==> config.mk <==
export PLATFORM = sky130hd
export DESIGN_NAME = mutative_tag_ctrl_flat
export DESIGN_NICKNAME = d
export VERILOG_FILES = /design/src/rtl/mutative_tag_pkg.sv /design/src/rtl/mutative_tag_ctrl_if.sv /design/src/rtl/mutative_tag_sweep.sv /design/src/rtl/mutative_tag_ctrl.sv /design/src/flat_wrapper.sv
export SDC_FILE = /design/constraint.sdc
export NUM_CORES = 1
export LEC_CHECK = 0
export CORE_ASPECT_RATIO = 0.8
export CORE_MARGIN = 5
export CORE_UTILIZATION = 40
export DETAILED_ROUTE_END_ITERATION = 6
export PLACE_DENSITY = 0.84
export SETUP_SLACK_MARGIN = 0.2
export SYNTH_ARGS = -nofsm -noshare
export SYNTH_HDL_FRONTEND = slang
export SYNTH_SLANG_ARGS = --single-unit
==> constraint.sdc <==
create_clock -name clk0 -period 2.1 [get_ports clk0]
set_clock_uncertainty 0.05 [all_clocks]
set_input_delay 0.42 -clock clk0 [delete_from_list [all_inputs] [get_ports clk0]]
set_output_delay 0.42 -clock clk0 [all_outputs]
set_load 0.02 [all_outputs]
==> src/rtl/mutative_tag_pkg.sv <==
// Shared constants and types for the tag SRAM port controller.
package mutative_tag_pkg;

    localparam int unsigned TAG_W  = 20;
    localparam int unsigned IDX_W  = 7;
    localparam int unsigned WORD_W = TAG_W + 1;

    typedef enum logic {
        INIT,
        RUN
    } state_e;

    typedef struct packed {
        logic             valid;
        logic [TAG_W-1:0] tag;
    } tag_word_t;

endpackage

==> src/rtl/mutative_tag_ctrl_if.sv <==
// Request/response bus between the cache control FSM (master) and the tag controller (slave).
interface mutative_tag_ctrl_if;
    import mutative_tag_pkg::*;

    logic             req_valid;
    logic             req_ready;
    logic             req_write;
    logic [IDX_W-1:0] req_index;
    logic [TAG_W-1:0] req_tag;
    logic             req_wvalid;
    logic             rsp_valid;
    logic             rsp_hit;
    logic [TAG_W-1:0] rsp_tag;

    modport master (
        output req_valid, req_write, req_index, req_tag, req_wvalid,
        input  req_ready, rsp_valid, rsp_hit, rsp_tag
    );

    modport slave (
        input  req_valid, req_write, req_index, req_tag, req_wvalid,
        output req_ready, rsp_valid, rsp_hit, rsp_tag
    );

endinterface

==> src/rtl/mutative_tag_sweep.sv <==
// Address counter for the invalidation sweep; start restarts at 0, done flags the last entry.
module mutative_tag_sweep
    import mutative_tag_pkg::*;
(
    input  logic             clk0,
    input  logic             rst0,
    input  logic             start,
    input  logic             en,
    output logic [IDX_W-1:0] count,
    output logic             done
);

    logic [IDX_W-1:0] count_q;

    // Wraps to 0 after the last entry, so a finished sweep leaves the counter ready to reuse.
    always_ff @(posedge clk0 or posedge rst0) begin
        if (rst0) begin
            count_q <= '0;
        end else if (start) begin
            count_q <= '0;
        end else if (en) begin
            count_q <= count_q + IDX_W'(1);
        end
    end

    assign count = count_q;
    assign done  = (count_q == {IDX_W{1'b1}});

endmodule

==> src/rtl/mutative_tag_ctrl.sv <==
// Tag SRAM port controller: invalidation sweep, lookup/write issue, hit/miss response.
// Optional hit/miss counters are enabled by defining MUTATIVE_TAG_STATS_EN.
module mutative_tag_ctrl
    import mutative_tag_pkg::*;
(
    input  logic              clk0,
    input  logic              rst0,
    input  logic              flush,
    mutative_tag_ctrl_if.slave bus,
    output logic              init_busy,
    output logic              sram_csb0,
    output logic              sram_web0,
    output logic [IDX_W-1:0]  sram_addr0,
    output logic [WORD_W-1:0] sram_din0,
    input  logic [WORD_W-1:0] sram_dout0
`ifdef MUTATIVE_TAG_STATS_EN
    ,
    output logic [31:0]       hit_count,
    output logic [31:0]       miss_count
`endif
);

    state_e           state_q;
    logic             rsp_valid_q;
    logic [TAG_W-1:0] tag_q;
    logic [IDX_W-1:0] sweep_count;
    logic             sweep_done;
    logic             accept;
    logic             lookup;
    tag_word_t        wr_word;
    tag_word_t        rd_word;

    mutative_tag_sweep u_sweep (
        .clk0  (clk0),
        .rst0  (rst0),
        .start (flush),
        .en    (state_q == INIT),
        .count (sweep_count),
        .done  (sweep_done)
    );

    assign bus.req_ready = (state_q == RUN) && !flush;
    assign accept        = bus.req_valid && bus.req_ready;
    assign lookup        = accept && !bus.req_write;
    assign init_busy     = (state_q == INIT);

    always_ff @(posedge clk0 or posedge rst0) begin
        if (rst0) begin
            state_q     <= INIT;
            rsp_valid_q <= 1'b0;
            tag_q       <= '0;
        end else begin
            // Flush does not cancel a lookup already accepted; its response still appears.
            rsp_valid_q <= lookup;
            if (lookup) begin
                tag_q <= bus.req_tag;
            end
            unique case (state_q)
                INIT: if (!flush && sweep_done) state_q <= RUN;
                RUN:  if (flush) state_q <= INIT;
            endcase
        end
    end

    always_comb begin
        wr_word.valid = bus.req_wvalid;
        wr_word.tag   = bus.req_tag;
        sram_csb0     = 1'b1;
        sram_web0     = 1'b1;
        sram_addr0    = '0;
        sram_din0     = '0;
        // Chip select stays high while reset is held so the macro sees no access.
        if (!rst0) begin
            if (state_q == INIT) begin
                sram_csb0  = 1'b0;
                sram_web0  = 1'b0;
                sram_addr0 = sweep_count;
            end else if (accept) begin
                sram_csb0  = 1'b0;
                sram_web0  = !bus.req_write;
                sram_addr0 = bus.req_index;
                sram_din0  = wr_word;
            end
        end
    end

    assign rd_word       = sram_dout0;
    assign bus.rsp_valid = rsp_valid_q;
    assign bus.rsp_hit   = rsp_valid_q && rd_word.valid && (rd_word.tag == tag_q);
    assign bus.rsp_tag   = rsp_valid_q ? rd_word.tag : '0;

`ifdef MUTATIVE_TAG_STATS_EN
    logic [31:0] hit_q;
    logic [31:0] miss_q;

    always_ff @(posedge clk0 or posedge rst0) begin
        if (rst0) begin
            hit_q  <= '0;
            miss_q <= '0;
        end else if (flush) begin
            hit_q  <= '0;
            miss_q <= '0;
        end else if (rsp_valid_q) begin
            if (bus.rsp_hit) begin
                if (hit_q != 32'hFFFF_FFFF) hit_q <= hit_q + 32'd1;
            end else begin
                if (miss_q != 32'hFFFF_FFFF) miss_q <= miss_q + 32'd1;
            end
        end
    end

    assign hit_count  = hit_q;
    assign miss_count = miss_q;
`endif

endmodule
==> src/flat_wrapper.sv <==
// flat-port wrapper written by rule: the top's interface ports become plain ports
module mutative_tag_ctrl_flat import mutative_tag_pkg::*;
  (clk0, rst0, flush, init_busy, sram_csb0, sram_web0, sram_addr0, sram_din0, sram_dout0, bus_req_valid, bus_req_write, bus_req_index, bus_req_tag, bus_req_wvalid, bus_req_ready, bus_rsp_valid, bus_rsp_hit, bus_rsp_tag);
  mutative_tag_ctrl_if bus_i ();
  input  logic clk0;
  input  logic rst0;
  input  logic flush;
  output logic init_busy;
  output logic sram_csb0;
  output logic sram_web0;
  output logic [IDX_W-1:0] sram_addr0;
  output logic [WORD_W-1:0] sram_din0;
  input  logic [WORD_W-1:0] sram_dout0;
  input wire logic [$bits(bus_i.req_valid)-1:0] bus_req_valid;
  input wire logic [$bits(bus_i.req_write)-1:0] bus_req_write;
  input wire logic [$bits(bus_i.req_index)-1:0] bus_req_index;
  input wire logic [$bits(bus_i.req_tag)-1:0] bus_req_tag;
  input wire logic [$bits(bus_i.req_wvalid)-1:0] bus_req_wvalid;
  output wire logic [$bits(bus_i.req_ready)-1:0] bus_req_ready;
  output wire logic [$bits(bus_i.rsp_valid)-1:0] bus_rsp_valid;
  output wire logic [$bits(bus_i.rsp_hit)-1:0] bus_rsp_hit;
  output wire logic [$bits(bus_i.rsp_tag)-1:0] bus_rsp_tag;
  assign bus_i.req_valid = bus_req_valid;
  assign bus_i.req_write = bus_req_write;
  assign bus_i.req_index = bus_req_index;
  assign bus_i.req_tag = bus_req_tag;
  assign bus_i.req_wvalid = bus_req_wvalid;
  assign bus_req_ready = bus_i.req_ready;
  assign bus_rsp_valid = bus_i.rsp_valid;
  assign bus_rsp_hit = bus_i.rsp_hit;
  assign bus_rsp_tag = bus_i.rsp_tag;
  mutative_tag_ctrl u_core (.clk0(clk0), .rst0(rst0), .flush(flush), .bus(bus_i), .init_busy(init_busy), .sram_csb0(sram_csb0), .sram_web0(sram_web0), .sram_addr0(sram_addr0), .sram_din0(sram_din0), .sram_dout0(sram_dout0));
endmodule
==> results.json, run 1 <==
{
  "dieArea_um2": 5879,
  "clock-sinks": 29,
  "cts_buffer_depth": 2,
  "cts_tree": "done",
  "start_util_pct": 41.97,
  "totalWireLength_um": 5443,
  "dp_hpwl_um": 4203,
  "drive_gt1_share_pct": 38.38,
  "synth_compound_area_share_pct": 4.369,
  "min_period_over_period_pct": 105.7,
  "yosysUniqueCellTypes": 29,
  "die_h_um": 69.59,
  "synthTopCellsByArea": "dfrtp_1 (41%), and2_1 (14%), mux2_2 (13%)",
  "crit_top_cell": "buf_4",
  "cts_root_buffer": "clkbuf_8",
  "peakVddDrop_mv": 0.3734,
  "initialDrtViolationCount": 28,
  "multi_input_area_um2": 1061,
  "synth-edff-count": 0,
  "synthFlopType": "dfrtp_1",
  "maxSlewViolCount": 0,
  "crit_path_end_kind": "primary output",
  "layout_common_cells": "clkdlybuf4s50_1 (42), buf_6 (35), dfrtp_1 (28)",
  "rsz0062_at_grt": "yes",
  "cp_top_family": "simple AND/OR/NAND/NOR gates",
  "place_congestion": 0.7660,
  "fill_cells": 334,
  "wire_per_inst_um": 15.38,
  "portBuffers": 107,
  "grt_pass1_wl_um": 8707,
  "crit_fanout": 2,
  "clock_tree.htree_level_count": 2,
  "area_growth_pct": 82.31,
  "relSlewSlack_pct": 75.28,
  "grt_start_max_net_pins": 22,
  "antenna_found_initial": 0,
  "rr_startpoint": "u_core.state_q",
  "syn-instance-count": 168,
  "grt-ovfl-total": 0,
  "async_reset_ff_share_pct": 100.0,
  "hold_path_class": "input port to async pin",
  "r2r_end": "u_core.u_sweep.count[5]",
  "cp_cell_sequence": "xor2_1 -> nor4_1 -> buf_4 -> nand4_1 -> nor4_4 -> buf_4",
  "critPathSlowestCell": "dfrtp_1",
  "clock_latency_ps": 260,
  "critical_path_class": "flop to primary output",
  "final_cells": 354,
  "core_um2": 4230,
  "std_cell_rows": 21,
  "drc": 0,
  "synth_top_family_by_area": "simple AND/OR/NAND/NOR gates",
  "period_needed_ps": 2220,
  "antenna_cells": 0,
  "finalHoldViolCount": 0,
  "ant_nets": 0,
  "yosys.area.top_type": "dfrtp_1",
  "placed_cells": 337,
  "cp.arrival_ps": 1750,
  "path_clk_slew_ps": 60,
  "synthXorXnorAreaFrac_pct": 12.33,
  "fin_ws_ps": -119.6,
  "cp_num_buf_inv": 2,
  "netlist_area_um2": 1775,
  "yosysWarnings": 0,
  "violations": "negative setup slack",
  "synthSimpleGateAreaFrac_pct": 24.24,
  "setup_viol": 1,
  "finalSetupTns_ps": -119.6,
  "vias_per_cell": 4.746,
  "p_per_area_nw_per_um2": 381.8,
  "reg2regPathDepth": 6,
  "die_x_um": 84.49,
  "synth_nets": 223,
  "synth_mux_area_share_pct": 13.25,
  "worstSetupStartpointType": "flop",
  "holdBufCountCts": 0,
  "p_leak_nw": 1.617,
  "grt_pass1_vias": 1761,
  "timing.reg2reg.setup_slack_ps": 520,
  "layout_commonest_cell": "clkdlybuf4s50_1",
  "cp.required_ps": 1630,
  "cts_buffers": 5,
  "io_pins": 108,
  "seq_area_um2": 726.9,
  "groute.usage.overall_pct": 18.16,
  "synth_top_area_share_pct": 40.87,
  "synth_fa_ha_area_share_pct": 0.7047,
  "holdWs_ps": 139.9,
  "cp_slowest_stage_delay_ps": 390,
  "status": "finished, violations left",
  "synth-seq-cells": 29,
  "dr_total_vias": 1680,
  "drv_cap": 0,
  "fin_nets": 351,
  "drt_first_pass_iters": 4,
  "seq_area_frac_synth_pct": 40.87,
  "syn_avg_cell_area_um2": 10.57,
  "worstMarginPinSlew_ps": 370.4,
  "fmax_mhz": 450.5
}
cells by family (layout without fill, tap and decap cells):
logic type | Yosys count | in the layout
and+or+nand+nor | 70 | 70
DFF | 29 | 29
xor gates and xnor gates | 25 | 25
muxes | 21 | 21
AOI/OAI and AO/OA | 11 | 11
buffers and inverters | 11 | 140
adders and majority gates | 1 | 1
metal layers:
metal	track usage (%)	wire length [um]
met1	22.09	2389
met2	32.32	2594
met3	5.344	439
met4	2.636	20
met5	0	0
worst register-to-register path: stages (launching register included):
cell,delay (ps)
dfrtp_2,430
buf_4,140
buf_4,140
inv_2,90
nand4_1,170
or3_1,340
a21oi_1,140
registers in the layout, summed over array words and instances, names as in the netlist:
signal / cells
u_core.bus.rsp_valid: 1
u_core.state_q: 1
u_core.u_sweep.count: 7
u_core.tag_q: 20
cells in the mapped netlist, types with 3 or more instances:
cell type	number
xnor2_1	14
nor2_1	10
and2_1	40
dfrtp_1	29
buf_6	4
a21oi_1	3
xor2_1	11
mux2_2	20
a22o_1	6
nand4_1	6
timing repair:
item | CTS | global route
gates cloned | 2 | 0
setup endpoints to repair | 54 | 31
resized for setup | 232 | 39
pin swaps | 24 | 9
setup buffers | 5 | 2
where the power goes:
part           switching (mW)  internal (mW)  total (mW)  leakage [nW]
clock network           0.189          0.235       0.424        0.0395
logic                  0.0818          0.136       0.217          1.18
registers              0.0165          0.578       0.595         0.396
through the flow:
step	cell area, um2	util, %	setup WS [ps]	total power, mW
floorplan	1784	-	219.2	0.6763
global placement	2979	70.42	-892.9	0.8196
detailed placement	2979	70.42	-987.7	0.8254
CTS	3133	74.06	-133.8	1.241
global route	3237	76.52	-217.4	1.292
finish	3237	76.52	-119.6	1.236
cell type report:
class                           instances  area share (%)
Multi-Input combinational cell        128           32.78
Timing Repair Buffer                  130           39.85
Clock buffer                            8           2.474
Sequential cell                        29           22.46
Tap cell                               57           2.203
Inverter                                2          0.2319
how the worst max path moves through the flow:
stage / endpoint / slack, ps / from / cells past startpoint
2_1_floorplan: bus_rsp_hit / 220 / sram_dout0[2] / 4
3_3_place_gp: bus_rsp_hit / -890 / sram_dout0[2] / 7
3_5_place_dp: bus_rsp_hit / -990 / sram_dout0[2] / 7
4_1_cts: bus_rsp_hit / -130 / u_core.tag_q[14] / 6
5_1_grt: bus_rsp_hit / -220 / u_core.tag_q[6] / 5
6_report: bus_rsp_hit / -120 / u_core.tag_q[14] / 6
Power figures use the tool's default switching activity.
==> run 2: changes to the inputs <==
--- a/config.mk
+++ b/config.mk
@@ -8,7 +8,9 @@
 export CORE_ASPECT_RATIO = 0.8
 export CORE_MARGIN = 5
 export CORE_UTILIZATION = 40
+export CTS_CLUSTER_SIZE = 25
 export DETAILED_ROUTE_END_ITERATION = 6
+export HOLD_SLACK_MARGIN = 0.12
 export PLACE_DENSITY = 0.84
 export SETUP_SLACK_MARGIN = 0.2
 export SYNTH_ARGS = -nofsm -noshare
==> results of run 2 <==
Same layout as run 1: the final DEF is identical, and so are final timing and power.
